==> src/rtl/load_sequencer_if.sv <==
// Purpose: groups the CPU-side, decoder-side and status signals of load_sequencer.
// Signals:
//   Start              load request pulse (driver -> sequencer)
//   CPU_Data/Valid     CPU word and its valid (driver -> sequencer)
//   CPU_Ready          word accepted when CPU_Valid && CPU_Ready (sequencer -> driver)
//   Dec_Bus            word presented to the decoder
//   Dec_Loading_Enable decoder enable level
//   Dec_Done_Packet    decoder consumed current word (pulse)
//   Dec_Done_Loading   decoder finished all rows (pulse)
//   Solver_Start       one-cycle start pulse to the ODE solver core
//   Busy/Error         status; Error is sticky until the next Start
//   Words_Loaded       saturating count of words placed on Dec_Bus since Start
interface load_sequencer_if;
    logic        Start;
    logic [31:0] CPU_Data;
    logic        CPU_Valid;
    logic        CPU_Ready;
    logic [31:0] Dec_Bus;
    logic        Dec_Loading_Enable;
    logic        Dec_Done_Packet;
    logic        Dec_Done_Loading;
    logic        Solver_Start;
    logic        Busy;
    logic        Error;
    logic [15:0] Words_Loaded;

    // Sequencer side
    modport slave (
        input  Start, CPU_Data, CPU_Valid, Dec_Done_Packet, Dec_Done_Loading,
        output CPU_Ready, Dec_Bus, Dec_Loading_Enable, Solver_Start, Busy, Error,
               Words_Loaded
    );

    // CPU / decoder / controller side
    modport master (
        output Start, CPU_Data, CPU_Valid, Dec_Done_Packet, Dec_Done_Loading,
        input  CPU_Ready, Dec_Bus, Dec_Loading_Enable, Solver_Start, Busy, Error,
               Words_Loaded
    );
endinterface

==> src/rtl/load_sequencer.sv <==
// Purpose: buffers CPU words in a small FIFO, presents the two header words to the
// decoder with fixed timing (word0 two cycles, word1 one cycle), then streams one
// word per decoder packet handshake. Issues a solver start pulse on completion and
// flags header/stream underrun and stalled transfers.
// Ports:
//   CLK    clock, all state on rising edge
//   RST    asynchronous active-low reset
//   bus    load_sequencer_if.slave (CPU, decoder and status signals)
// Parameters:
//   FIFO_DEPTH      CPU word buffer depth (power of 2, >= 2)
//   TIMEOUT_CYCLES  max STREAM cycles without decoder activity
module load_sequencer #(
    parameter int unsigned FIFO_DEPTH     = 4,
    parameter int unsigned TIMEOUT_CYCLES = 1024
) (
    input  logic             CLK,
    input  logic             RST,
    load_sequencer_if.slave  bus
);

    localparam int unsigned AW = (FIFO_DEPTH > 1) ? $clog2(FIFO_DEPTH) : 1;
    localparam int unsigned CW = AW + 1;
    localparam int unsigned TW = $clog2(TIMEOUT_CYCLES + 1);
    localparam int unsigned DW = 32;
    localparam int unsigned NW = 16;

    typedef enum logic [2:0] {
        S_IDLE,
        S_FILL,
        S_HDR0,
        S_HDR1,
        S_STREAM,
        S_DONE,
        S_ERROR
    } state_t;

    state_t          r_state;
    state_t          w_state_nxt;

    logic [DW-1:0]   r_mem [FIFO_DEPTH];
    logic [AW-1:0]   r_wr_ptr;
    logic [AW-1:0]   r_rd_ptr;
    logic [CW-1:0]   r_count;
    logic [CW-1:0]   w_count_nxt;

    logic            r_hdr_phase;
    logic            w_hdr_phase_nxt;
    logic [TW-1:0]   r_timeout;
    logic [TW-1:0]   w_timeout_nxt;

    logic            w_push;
    logic            w_pop;
    logic            w_start_acc;
    logic            w_discard;
    logic            w_clear;
    logic            w_ready_nxt;

    logic            r_cpu_ready;
    logic [DW-1:0]   r_dec_bus;
    logic            r_dec_en;
    logic            r_solver_start;
    logic            r_busy;
    logic            r_error;
    logic [NW-1:0]   r_words;

    // State register
    always_ff @(posedge CLK or negedge RST) begin
        if (!RST) begin
            r_state     <= S_IDLE;
            r_hdr_phase <= 1'b0;
            r_timeout   <= '0;
        end else begin
            r_state     <= w_state_nxt;
            r_hdr_phase <= w_hdr_phase_nxt;
            r_timeout   <= w_timeout_nxt;
        end
    end

    // Next state, FIFO control and next-cycle output values
    always_comb begin
        w_state_nxt     = r_state;
        w_hdr_phase_nxt = r_hdr_phase;
        w_timeout_nxt   = r_timeout;
        w_pop           = 1'b0;
        w_start_acc     = 1'b0;
        w_discard       = 1'b0;

        unique case (r_state)
            S_IDLE, S_ERROR: begin
                if (bus.Start) begin
                    w_start_acc   = 1'b1;
                    w_timeout_nxt = '0;
                    w_state_nxt   = S_FILL;
                end
            end
            S_FILL: begin
                if (r_count >= CW'(2)) begin
                    w_pop           = 1'b1;
                    w_hdr_phase_nxt = 1'b0;
                    w_state_nxt     = S_HDR0;
                end
            end
            S_HDR0: begin
                // Word0 is held for two cycles; the phase bit marks the second one
                if (r_hdr_phase) begin
                    w_pop       = 1'b1;
                    w_state_nxt = S_HDR1;
                end else begin
                    w_hdr_phase_nxt = 1'b1;
                end
            end
            S_HDR1: begin
                if (r_count != '0) begin
                    w_pop         = 1'b1;
                    w_timeout_nxt = '0;
                    w_state_nxt   = S_STREAM;
                end else begin
                    w_state_nxt = S_ERROR;
                end
            end
            S_STREAM: begin
                // Loading-complete wins over a same-cycle packet handshake
                if (bus.Dec_Done_Loading) begin
                    w_timeout_nxt = '0;
                    w_state_nxt   = S_DONE;
                end else if (bus.Dec_Done_Packet) begin
                    w_timeout_nxt = '0;
                    if (r_count != '0) begin
                        w_pop = 1'b1;
                    end else begin
                        w_state_nxt = S_ERROR;
                    end
                end else if (r_timeout == TW'(TIMEOUT_CYCLES - 1)) begin
                    w_state_nxt = S_ERROR;
                end else begin
                    w_timeout_nxt = r_timeout + TW'(1);
                end
            end
            S_DONE: begin
                w_discard   = 1'b1;
                w_state_nxt = S_IDLE;
            end
            default: begin
                w_state_nxt = S_IDLE;
            end
        endcase

        w_clear = w_start_acc | w_discard;
        w_push  = bus.CPU_Valid & r_cpu_ready;

        if (w_clear) begin
            w_count_nxt = '0;
        end else begin
            w_count_nxt = r_count + CW'(w_push) - CW'(w_pop);
        end

        // Ready depends only on the state and count it will be seen with
        w_ready_nxt = (w_state_nxt inside {S_FILL, S_HDR0, S_HDR1, S_STREAM}) &&
                      (w_count_nxt != CW'(FIFO_DEPTH));
    end

    // FIFO pointers and occupancy
    always_ff @(posedge CLK or negedge RST) begin
        if (!RST) begin
            r_wr_ptr <= '0;
            r_rd_ptr <= '0;
            r_count  <= '0;
        end else begin
            if (w_clear) begin
                r_wr_ptr <= '0;
                r_rd_ptr <= '0;
            end else begin
                if (w_push) begin
                    r_wr_ptr <= r_wr_ptr + AW'(1);
                end
                if (w_pop) begin
                    r_rd_ptr <= r_rd_ptr + AW'(1);
                end
            end
            r_count <= w_count_nxt;
        end
    end

    // FIFO storage
    always_ff @(posedge CLK) begin
        if (w_push) begin
            r_mem[r_wr_ptr] <= bus.CPU_Data;
        end
    end

    // Registered outputs
    always_ff @(posedge CLK or negedge RST) begin
        if (!RST) begin
            r_cpu_ready    <= 1'b0;
            r_dec_bus      <= '0;
            r_dec_en       <= 1'b0;
            r_solver_start <= 1'b0;
            r_busy         <= 1'b0;
            r_error        <= 1'b0;
            r_words        <= '0;
        end else begin
            r_cpu_ready    <= w_ready_nxt;
            r_dec_en       <= (w_state_nxt inside {S_HDR0, S_HDR1, S_STREAM});
            r_solver_start <= (w_state_nxt == S_DONE);
            r_busy         <= (w_state_nxt != S_IDLE);
            r_error        <= (w_state_nxt == S_ERROR);
            if (w_pop) begin
                r_dec_bus <= r_mem[r_rd_ptr];
            end
            if (w_start_acc) begin
                r_words <= '0;
            end else if (w_pop && (r_words != '1)) begin
                r_words <= r_words + NW'(1);
            end
        end
    end

    assign bus.CPU_Ready          = r_cpu_ready;
    assign bus.Dec_Bus            = r_dec_bus;
    assign bus.Dec_Loading_Enable = r_dec_en;
    assign bus.Solver_Start       = r_solver_start;
    assign bus.Busy               = r_busy;
    assign bus.Error              = r_error;
    assign bus.Words_Loaded       = r_words;

endmodule

==> src/flat_wrapper.sv <==
// flat-port wrapper written by rule: the top's interface ports become plain ports
module load_sequencer_flat 
#(
    parameter int unsigned FIFO_DEPTH     = 4,
    parameter int unsigned TIMEOUT_CYCLES = 1024
)
  (CLK, RST, bus_Start, bus_CPU_Data, bus_CPU_Valid, bus_Dec_Done_Packet, bus_Dec_Done_Loading, bus_CPU_Ready, bus_Dec_Bus, bus_Dec_Loading_Enable, bus_Solver_Start, bus_Busy, bus_Error, bus_Words_Loaded);
  load_sequencer_if bus_i ();
  input  logic CLK;
  input  logic RST;
  input wire logic [$bits(bus_i.Start)-1:0] bus_Start;
  input wire logic [$bits(bus_i.CPU_Data)-1:0] bus_CPU_Data;
  input wire logic [$bits(bus_i.CPU_Valid)-1:0] bus_CPU_Valid;
  input wire logic [$bits(bus_i.Dec_Done_Packet)-1:0] bus_Dec_Done_Packet;
  input wire logic [$bits(bus_i.Dec_Done_Loading)-1:0] bus_Dec_Done_Loading;
  output wire logic [$bits(bus_i.CPU_Ready)-1:0] bus_CPU_Ready;
  output wire logic [$bits(bus_i.Dec_Bus)-1:0] bus_Dec_Bus;
  output wire logic [$bits(bus_i.Dec_Loading_Enable)-1:0] bus_Dec_Loading_Enable;
  output wire logic [$bits(bus_i.Solver_Start)-1:0] bus_Solver_Start;
  output wire logic [$bits(bus_i.Busy)-1:0] bus_Busy;
  output wire logic [$bits(bus_i.Error)-1:0] bus_Error;
  output wire logic [$bits(bus_i.Words_Loaded)-1:0] bus_Words_Loaded;
  assign bus_i.Start = bus_Start;
  assign bus_i.CPU_Data = bus_CPU_Data;
  assign bus_i.CPU_Valid = bus_CPU_Valid;
  assign bus_i.Dec_Done_Packet = bus_Dec_Done_Packet;
  assign bus_i.Dec_Done_Loading = bus_Dec_Done_Loading;
  assign bus_CPU_Ready = bus_i.CPU_Ready;
  assign bus_Dec_Bus = bus_i.Dec_Bus;
  assign bus_Dec_Loading_Enable = bus_i.Dec_Loading_Enable;
  assign bus_Solver_Start = bus_i.Solver_Start;
  assign bus_Busy = bus_i.Busy;
  assign bus_Error = bus_i.Error;
  assign bus_Words_Loaded = bus_i.Words_Loaded;
  load_sequencer #(.FIFO_DEPTH(FIFO_DEPTH), .TIMEOUT_CYCLES(TIMEOUT_CYCLES)) u_core (.CLK(CLK), .RST(RST), .bus(bus_i));
endmodule
==> config.mk <==
export PLATFORM = sky130hd
export DESIGN_NAME = load_sequencer_flat
export DESIGN_NICKNAME = d
export VERILOG_FILES = /design/src/rtl/load_sequencer_if.sv /design/src/rtl/load_sequencer.sv /design/src/flat_wrapper.sv
export SDC_FILE = /design/constraint.sdc
export NUM_CORES = 1
export LEC_CHECK = 0
export BUFFER_PORTS_ARGS = -buffer_cell sky130_fd_sc_hd__buf_4
export CAP_MARGIN = 20
export CORE_MARGIN = 5
export CORE_UTILIZATION = 35
export DETAILED_ROUTE_END_ITERATION = 16
export PLACE_DENSITY = 0.61
export SLEW_MARGIN = 20
export SYNTH_ARGS = -nofsm -noshare
export SYNTH_HDL_FRONTEND = slang
export SYNTH_SLANG_ARGS = --single-unit
==> constraint.sdc <==
create_clock -name CLK -period 4.8 [get_ports CLK]
set_clock_uncertainty 0.1 [all_clocks]
set_input_delay 0.48 -clock CLK [delete_from_list [all_inputs] [get_ports CLK]]
set_output_delay 0.48 -clock CLK [all_outputs]
set_load 0.05 [all_outputs]
* Word level (Yosys, flattened, before mapping)
Memories as Yosys holds them, arrays and structs flattened. A register that Yosys moved wholly into a read port is not among the register bits. Cells that the tools add are included.
Cells by class: equal/unequal tests 19, $add $sub $neg 6, muxes and demuxes 35, reduce and logical (&&, ||, !) cells 16, magnitude comparators 1, bitwise operators 2
Operators with widths (number):
- 11-bit two-way mux | 5
- 11-bit one-hot mux with 3 select lines | 1
- 16-bit two-way mux | 2
- 3-bit two-way mux | 8
- 3-bit equality test (second input constant) | 6
- 16-bit by 1-bit adder with 16-bit output (second input constant) | 1
- 16-bit != test (second input constant) | 1
- 3-bit one-hot mux with 5 select lines | 1
- 3-bit by 2-bit equality test with 1-bit output (second input constant) | 4
- 3-bit nonzero test | 4
- 11-bit by 1-bit adder with 11-bit output (second input constant) | 1
- 11-bit by 10-bit equality test with 1-bit output (second input constant) | 1
- 1-bit two-way mux | 11
- 2-bit two-way mux | 5
- 2-bit nonzero test | 4
- 3-bit by 1-bit equality test with 1-bit output (second input constant) | 2
- 2-bit by 1-bit adder with 2-bit output (second input constant) | 2
- 2-bit by 1-bit != test with 1-bit output (second input constant) | 2
- 4-bit != test (second input constant) | 1
- 1-bit one-hot mux with 4 select lines | 1
- 4-bit AND reduction | 1
- 4-bit nonzero test | 1
- 3-bit by 1-bit adder with 3-bit output | 1
- 3-bit by 2-bit >= comparator with 1-bit output (second input constant) | 1
- 11 further kinds | 12
Storage, ports and cells: bits in writable memories 128, memories 1, flip-flop bits (word level) 43
Memories:
- u_core.r_mem | words 4, bits a word 32, rd ports 1, clocked after Yosys merged registers in 1, wr ports 1, line load_sequencer.sv:40 | logic [DW-1:0] r_mem [FIFO_DEPTH];

* Longest topological paths before layout
Gate-level depths: netlist (run 1).
word-level depth 9, gate-level depth with buffers 15

* Worst setup path before layout (run 1)
OpenSTA, ideal clock, no wires.
path kind reg2reg, start point reg u_core.r_count[1], end point reg u_core.r_cpu_ready (netlist: u_core.bus.CPU_Ready), cell stages (with the launch flop) 16, arrival time 3122 ps, buffers on the path 2, slack 1478 ps, data required time 4601 ps, cells stage by stage dfrtp_1 inv_1 ha_1 or4b_1 o211a_2 and2_4 buf_6 clkinv_1 buf_1 ha_1 inv_1 ha_1 fa_1 xor2_1 nor2_1 a311oi_1
On the way: word-level cells in the longest chain between the ends 9, elaborated cells between the ends (all ways) 23, those cells by class add/sub: 2; order compare: 1; eq/ne: 5; mux: 12; reduce/logical: 3
Ends and longest elaborated chain:
- start, declared | line load_sequencer.sv:43 | logic [CW-1:0] r_count;
- start signal, assigned | line load_sequencer.sv:180 | r_count <= w_count_nxt;
- 3-bit nonzero test | line load_sequencer.sv:113, load_sequencer.sv:128
- 1-bit two-way mux | line load_sequencer.sv:113, load_sequencer.sv:128
- 1-bit two-way mux | line load_sequencer.sv:126 | end else if (bus.Dec_Done_Packet) begin
- 1-bit two-way mux | line load_sequencer.sv:123 | if (bus.Dec_Done_Loading) begin
- 1-bit one-hot mux with 4 select lines (*) | line load_sequencer.sv:88 | unique case (r_state)
- net u_core.w_pop | line load_sequencer.sv:52 | logic w_pop;
- 3-bit by 1-bit subtractor with 3-bit output (*) | line load_sequencer.sv:154 | w_count_nxt = r_count + CW'(w_push) - CW'(w_pop);
- 3-bit two-way mux (*) | line load_sequencer.sv:151 | if (w_clear) begin
- net u_core.w_count_nxt[2] | line load_sequencer.sv:44 | logic [CW-1:0] w_count_nxt;
- 3-bit != test (*) | line load_sequencer.sv:159 | (w_count_nxt != CW'(FIFO_DEPTH));
- 1-bit logical AND (*) | line load_sequencer.sv:158 | w_ready_nxt = (w_state_nxt inside {S_FILL, S_HDR0, S_HDR1, S_STREAM}) &&
- net u_core.w_ready_nxt | line load_sequencer.sv:56 | logic w_ready_nxt;
- end signal, assigned | line load_sequencer.sv:202 | r_cpu_ready <= w_ready_nxt;
- end, declared | line load_sequencer.sv:58 | logic r_cpu_ready;
Mark *: on every way through the listed nets, which the timed path passes. The rest lies on a longest branch. A chain may end at the register's enable or synchronous reset.

* Worst setup path after layout (run 1)
start point reg u_core.r_state[2], end point reg u_core.r_cpu_ready (netlist: u_core.bus.CPU_Ready)
On the way: word-level cells in the longest chain between the ends 7, elaborated cells between the ends (all ways) 29, those cells by class add/sub: 1; eq/ne: 11; mux: 12; bitwise: 1; reduce/logical: 4
Ends and longest elaborated chain:
- start, declared | line load_sequencer.sv:37 | state_t r_state;
- start signal, assigned | line load_sequencer.sv:73 | r_state <= w_state_nxt;
- branches (longest 4 deep; another with 3-bit by 1-bit subtractor with 3-bit output)
- 3-bit two-way mux (*) | line load_sequencer.sv:151
- net u_core.w_count_nxt[2] | line load_sequencer.sv:44
- 3-bit != test (*) | line load_sequencer.sv:159
- 1-bit logical AND (*) | line load_sequencer.sv:158
- net u_core.w_ready_nxt | line load_sequencer.sv:56
Mark *: on every way through the listed nets, which the timed path passes.

==> run metrics, run 1 <==
final setup violation count 0; Total Power 6.227 mW; DR WL/cell 17.57 µm; Final period util 80.41%; slew of the pin with the lowest slew margin 0.9413 ns; Seq cells post-synth 203; relative slew slack 37.25%; Mapped Cells 592; Synthesis Warnings 0; top-area cell type share of the netlist area 46.08%; combinational share of power 33.7%; initial antenna violation count 0; HPWL Detailed around 11 mm; Post-Syn Area 8340 µm²; Sink Count 203; register area share after synthesis 68.59%; sequential share of power 39.7%; Placement Rows 56; Max Cap Violations 0; clock latency on the worst-skew pair 0.51 ns; CORE AREA 23470 µm²; first-pass GRT wire length 28.42 mm; DRT Pass-1 Iters 4; Synth Flop Type edfxtp_1; CTS clk-pin slew, worst paths 0.06 ns; HP Class input pin to register; gr usage total 13.25%; Final Hold Viols 0; Iter 0 DRT Violations 366; IO buf count 90; Mapped Nets 640; CTS tree built; clock tree buffer depth 3; crit path capture type register; post-cts resize count 0; number of top-level pins 91; ANT cells 0; Sw Share 37.43%; Worst VDD drop between 0.3 and 0.4 mV; Post-synth EDFFs 128; Synth top cells by count nand2_1, edfxtp_1, dfrtp_1; Final ANT Viol Nets 0; static leakage 3.996 nW; pwr dens about 620 nW/µm²; largest net degree at the start of global routing 76; Clk pwr share roughly a quarter; layout cell share with drive strength beyond 1 24.96%; Fmax achieved 259.1 MHz; startpoint types register; synth unique cells 58; status completed; drt drc 0; synthesized area per cell between 10 and 15 µm²; Final Wtd Congestion 0.7825; Layout area overhead 20.51%; die area 27020 µm²; final wirelength 17.85 mm; DR vias/cell around 5.0; fill count between 2000 and 2500; setup TNS 0 ns; CTS H-tree depth 1; fin crit period just under 4 ns; Final Max Slew Viols 0; P_sw 2.331 mW; Post-synth ARST share 36.95%; top post-synthesis cells by area edfxtp_1, dfrtp_1, mux4_2, nand2_1, ha_1; Die Y 164.4 µm; die width 164.4 µm; post-CTS setup repair buffer count 0; CTS buffer count 23; GRT overflow 0; worst path arrival time 4.16 ns; number of global-route vias before repair 5247; Nets 728; CTS hold repair buffers 0; clock root cell clkbuf_16; internal power about 4 mW; RSZ-0062 raised after global routing false; initial core utilization 35.53%; worst path required time ~5.1 ns; crit-path max FO 45; Worst Setup Path Type register to register; Synth area leader edfxtp_1; Via Count 5103; Final Util 42.82%; count leader, synth nand2_1
-- cell families (layout without fill, tap and decap cells) --
logic type / count (synthesis) / in the layout / synth area share, %
simple gates: 221 / 221 / 12.24
flops: 203 / 203 / 68.59
compound gates: 65 / 65 / 4.936
buf+inv: 46 / 151 / 2.265
mux: 41 / 41 / 9.751
fa+ha+maj: 10 / 10 / 1.590
xor+xnor: 6 / 6 / 0.6301
-- cell usage in the layout (no fill, tap or decap), types with 3 or more instances in the layout --
master	netlist	layout
a21oi_1	17	17
a311oi_1	3	3
a31oi_1	4	4
and3_1	11	7
and3_2	0	4
and4_1	3	3
buf_4	0	91
clkbuf_16	0	23
clkbuf_8	0	5
clkinv_1	1	5
clkinv_2	0	8
dfrtp_1	75	73
edfxtp_1	128	128
ha_1	9	9
inv_1	15	15
mux2i_1	7	7
mux4_2	32	32
nand2_1	131	131
nand3_1	14	14
nand3b_1	3	3
nand4_1	9	9
nor2_1	20	20
nor2b_1	6	6
nor3_1	5	5
nor3b_1	3	3
o21ai_0	18	18
or3_1	3	3
xnor2_1	4	4
-- stage by stage --
stage               cells  instance area (µm²)  hold WS (ns)  worst slack, ns
global placement      973                 9309        0.3572            1.144
finish               1016                10050       0.06407           0.9401
CTS                  1015                10040       0.04222           0.9246
floorplan             592                 8341       0.08441            1.478
detailed placement    973                 9309        0.3624           0.9215
global route         1016                10050       0.04541           0.7034
-- power by group through the flow --
stage / combinational (mW) / sequential (mW) / clock (mW)
floorplan: 1.10 / 2.89 / 0
global placement: 2.08 / 2.50 / 0
detailed placement: 2.14 / 2.51 / 0
CTS: 2.14 / 2.48 / 1.69
global route: 2.30 / 2.52 / 1.78
finish: 2.10 / 2.48 / 1.66
-- critical path, cell delays in order, from the launching register on --
cell	delay, ns
dfrtp_1	0.66
nand3b_1	0.25
o211a_2	0.23
and2_4	0.51
clkinv_1	0.13
buf_4	0.30
ha_1	0.34
inv_1	0.04
ha_1	0.20
fa_1	0.38
xor2_1	0.16
nor2_1	0.07
a311oi_1	0.34
-- flip-flops by register name (all words and copies together), names as in the netlist, 2 cells and up --
name,flops
u_core.bus.Dec_Bus,32
u_core.bus.Words_Loaded,16
u_core.r_count,3
u_core.r_mem,128
u_core.r_rd_ptr,2
u_core.r_state,3
u_core.r_timeout,11
u_core.r_wr_ptr,2
-- final cells by class --
cell class	instances	area, µm²	area share [%]
Timing Repair Buffer	93	704.4	7.009
Multi-Input combinational cell	343	2436	24.24
Clock inverter	14	83.83	0.8341
Clock buffer	28	644.4	6.411
Inverter	16	60.06	0.5975
Sequential cell	203	5723	56.94
Tap cell	319	399.1	3.971
-- worst paths after layout --
| kind | start | end | slack, ns | cells past startpoint |
|---|---|---|---|---|
| setup reg to reg | u_core.r_state[2]$_DFF_PN0_ | u_core.bus.CPU_Ready$_DFF_PN0_ | 0.94 | 12 |
| hold reg to reg | u_core.bus.Dec_Bus[28]$_DFFE_PN0P_ | u_core.bus.Dec_Bus[28]$_DFFE_PN0P_ | 0.37 | 2 |
| max in group asynchronous | RST | u_core.r_rd_ptr[1]$_DFFE_PN0P_ | 3.60 | 2 |
| hold / removal | bus_CPU_Data[20] | u_core.r_mem[2][20]$_DFFE_PP_ | 0.06 | 1 |
| setup / recovery | u_core.r_state[2]$_DFF_PN0_ | u_core.bus.CPU_Ready$_DFF_PN0_ | 0.94 | 12 |
| min in group asynchronous | RST | u_core.r_timeout[2]$_DFFE_PN0P_ | 0.49 | 2 |
-- routing by layer --
layer / routed length, µm / GRT usage, % / vias up
met5: 0 / 0 / -
met4: 362 / 2.949 / 0
met3: 1056 / 3.070 / 30
met2: 8848 / 22.66 / 138
met1: 7579 / 17.36 / 2576
li1: - / - / 2359
Power figures use the tool's default switching activity.
==> run 2, diff against run 1 <==
--- a/config.mk
+++ b/config.mk
@@ -5,6 +5,7 @@
 export SDC_FILE = /design/constraint.sdc
 export NUM_CORES = 1
 export LEC_CHECK = 0
+export ABC_AREA = 1
 export BUFFER_PORTS_ARGS = -buffer_cell sky130_fd_sc_hd__buf_4
 export CAP_MARGIN = 20
 export CORE_MARGIN = 5
==> constraint.sdc (replaced) <==
create_clock -name CLK -period 4.05 [get_ports CLK]
set_clock_uncertainty 0.1 [all_clocks]
set_input_delay 0.405 -clock CLK [delete_from_list [all_inputs] [get_ports CLK]]
set_output_delay 0.405 -clock CLK [all_outputs]
set_load 0.05 [all_outputs]
==> run 2 against run 1 <==
Net effect: area after synthesis increased by 1.8%; cell count is 23% higher; via count increased by 14%; die area increased by 1.7%; worst hold slack worse by 0.046 ns; register-to-register slack improved by 0.34 ns; utilization rose by 1.3 points; clock power up 17%; fmax is 39% higher; combinational power is 40% higher; synthesized cell count rose by 32%.
==> run metrics, run 2 <==
top-area cell type share of the netlist area 45.28% (was 46.08%); gr usage total 13.31% (was 13.25%); worst path required time 4.34 ns (was 5.10 ns); Die Y 165.7 µm (was 164.4 µm); Mapped Cells 780 (was 592); largest net degree at the start of global routing 70 (was 76); number of global-route vias before repair 5737 (was 5247); post-CTS setup repair buffer count 0 (unchanged); HP Class input pin to register (unchanged); Synthesis Warnings 0 (unchanged); Sink Count 203 (unchanged); clock root cell clkbuf_16 (unchanged); final setup violation count 0 (unchanged); FF-to-FF path depth 16 (was 12); Placement Rows 57 (was 56); top post-synthesis cells by area edfxtp_1, dfrtp_1, nor2_1, o21ai_0, nand2_1 (was edfxtp_1, dfrtp_1, mux4_2, nand2_1, ha_1); Max Cap Violations 0 (unchanged); Synth Flop Type edfxtp_1 (unchanged); Post-synth EDFFs 128 (unchanged); number of top-level pins 91 (unchanged); hold path depth 1 (unchanged); Synth top cells by count nor2_1, edfxtp_1, dfrtp_1 (was nand2_1, edfxtp_1, dfrtp_1); WHS Endpoint u_core.r_mem[0][19]$_DFFE_PP_ (was u_core.r_mem[2][20]$_DFFE_PP_); Mapped Nets 828 (was 640); HP Start bus_CPU_Data[19] (was bus_CPU_Data[20]); most frequent cells in the layout nor2_1, edfxtp_1, buf_4 (was nand2_1, edfxtp_1, buf_4); CTS clk-pin slew, worst paths 0.05 ns (was 0.06 ns); Worst Setup Path Type register to register (unchanged); Reg-to-Reg End u_core.bus.CPU_Ready$_DFF_PN0_ (unchanged); Via Count 5833 (was 5103); Largest Register u_core.r_mem (unchanged); synth unique cells 34 (was 58); DR vias/cell 4.681 (was 5.023); status completed (unchanged); ANT cells 0 (unchanged); fin crit period 2.771 ns (was 3.860 ns); die area 27470 µm² (was 27020 µm²); HPWL Detailed 11.25 mm (was 10.86 mm); max FFs per register 128 (unchanged); Final Max Slew Viols 0 (unchanged); CTS buffer count 23 (unchanged); Final Wtd Congestion 0.8472 (was 0.7825); initial core utilization 35.21% (was 35.53%); layout cell share with drive strength beyond 1 16.70% (was 24.96%); Layout area overhead 25.21% (was 20.51%); worst path arrival time 3.06 ns (was 4.16 ns); relative slew slack 45.67% (was 37.25%); post-cts resize count 0 (unchanged); reg2reg start u_core.r_count[1]$_DFF_PN0_ (was u_core.r_state[2]$_DFF_PN0_); slew of the pin with the lowest slew margin 0.8149 ns (was 0.9413 ns); register area share after synthesis 67.39% (was 68.59%); synthesized area per cell 10.88 µm² (was 14.09 µm²); count leader, synth nor2_1 (was nand2_1); reg-to-reg setup timing slack 1.28 ns (was 0.94 ns); die width 165.7 µm (was 164.4 µm); Worst VDD drop 0.4340 mV (was 0.3327 mV); Post-synth ARST share 36.95% (unchanged); CORE AREA 24110 µm² (was 23470 µm²); commonest non-fill, non-tap cell in the layout nor2_1 (was nand2_1); Finished Cell Area 10630 µm² (was 10050 µm²); DR WL/cell 14.75 µm (was 17.57 µm); setup TNS 0 ns (unchanged); Total Power 7.777 mW (was 6.227 mW); Fmax achieved 360.9 MHz (was 259.1 MHz); CTS hold repair buffers 32 (was 0); static leakage 4.228 nW (was 3.996 nW); Final period util 68.41% (was 80.41%); Placed Area 9523 µm² (was 9309 µm²); crit path capture type register (unchanged); Synth area leader edfxtp_1 (unchanged); final wirelength 18.38 mm (was 17.85 mm); Seq cells post-synth 203 (unchanged); clock latency on the worst-skew pair 0.52 ns (was 0.51 ns); Iter 0 DRT Violations 366 (unchanged); CTS tree built (unchanged); Post-Syn Area 8488 µm² (was 8340 µm²); CTS H-tree depth 1 (unchanged); Nets 953 (was 728); pwr dens 731.8 nW/µm² (was 619.6 nW/µm²); crit-path max FO 3 (was 45); first-pass GRT wire length 30.08 mm (was 28.42 mm); DRT Pass-1 Iters 4 (unchanged); startpoint types register (unchanged); Final Hold Viols 0 (unchanged); Final ANT Viol Nets 0 (unchanged); clock tree buffer depth 3 (unchanged); drt drc 0 (unchanged); initial antenna violation count 0 (unchanged); GRT overflow 0 (unchanged); IO buf count 90 (unchanged); RSZ-0062 raised after global routing false (unchanged)
==> run 2: cell types whose count changed after synthesis, moves of 9 or more <==
cell	before	now
mux4_2	32	0
nand3_1	14	31
clkbuf_1	24	14
and3_1	11	2
nand2_1	131	73
inv_1	15	51
nor2_1	20	195
a31oi_1	4	32
o21ai_1	0	11
xor2_1	2	15
o21ai_0	18	67
==> run 2: logic make-up (layout without fill, tap and decap cells) <==
group | after synthesis | count (layout) | share of synthesized area, %
compound gates | 128 | 128 | 8.225
xor+xnor | 16 | 16 | 1.651
fa+ha+maj | 10 | 10 | 1.563
buf+inv | 86 | 228 | 4.319
flops | 203 | 203 | 67.39
simple gates | 337 | 337 | 16.85
==> run 2: cell type report <==
class                   instances  area, µm²
flip-flops and latches        203       5723
well taps                     324      405.4
multi-input cells             491       2431
clock buffers                  29      608.1
fillers                      2303      13480
inverters                      54      202.7
repair buffers                132       1156
clock inverters                13      101.3
==> run 2: metal layers <==
metal / vias up / track usage (%) / routed length [µm]
met5: - / 0 / 0
met4: 0 / 2.798 / 329
met3: 27 / 2.666 / 762
met2: 106 / 22.85 / 8894
met1: 2784 / 17.65 / 8394
li1: 2916 / - / -
==> run 2: power breakdown <==
| group | switching, mW | total, mW | internal (mW) |
|---|---|---|---|
| clock | 0.811 | 1.94 | 1.13 |
| sequential | 0.261 | 2.91 | 2.65 |
| combinational | 2.05 | 2.93 | 0.880 |
| total | 3.12 | 7.78 | 4.66 |
==> run 2: critical path, cell delays in order (launching register included) <==
cell	delay [ns]
dfrtp_1	0.35
inv_1	0.11
ha_1	0.20
inv_1	0.04
nand2_1	0.08
nand2_1	0.06
nor2_2	0.14
nand2_4	0.05
ha_1	0.27
inv_1	0.03
ha_1	0.19
fa_1	0.38
or2_2	0.30
a21oi_1	0.15
nand3_1	0.09
nand2_1	0.07
nor2_1	0.04
==> run 2: worst max path at each step <==
stage,depth (start not counted),slack (ns),endpoint,start
final,16,1.28,u_core.bus.CPU_Ready$_DFF_PN0_,u_core.r_count[1]$_DFF_PN0_
after detailed placement,16,1.26,u_core.bus.CPU_Ready$_DFF_PN0_,u_core.r_count[1]$_DFF_PN0_
after floorplan,17,1.18,u_core.bus.CPU_Ready$_DFF_PN0_,u_core.r_count[1]$_DFF_PN0_
after CTS,16,1.24,u_core.bus.CPU_Ready$_DFF_PN0_,u_core.r_count[1]$_DFF_PN0_
after global routing,16,1.01,u_core.bus.CPU_Ready$_DFF_PN0_,u_core.r_count[1]$_DFF_PN0_
after global placement,16,1.29,u_core.bus.CPU_Ready$_DFF_PN0_,u_core.r_count[1]$_DFF_PN0_
==> run 2: stage by stage <==
stage	cells	worst slack (ns)	util (%)	hold slack (ns)
2_1_floorplan	780	1.183	-	0.009409
3_3_place_gp	1167	1.288	39.31	0.3777
3_5_place_dp	1169	1.257	39.50	0.3811
4_1_cts	1243	1.244	43.78	0.006957
5_1_grt	1246	1.011	44.09	0.005589
6_report	1246	1.279	44.09	0.01761
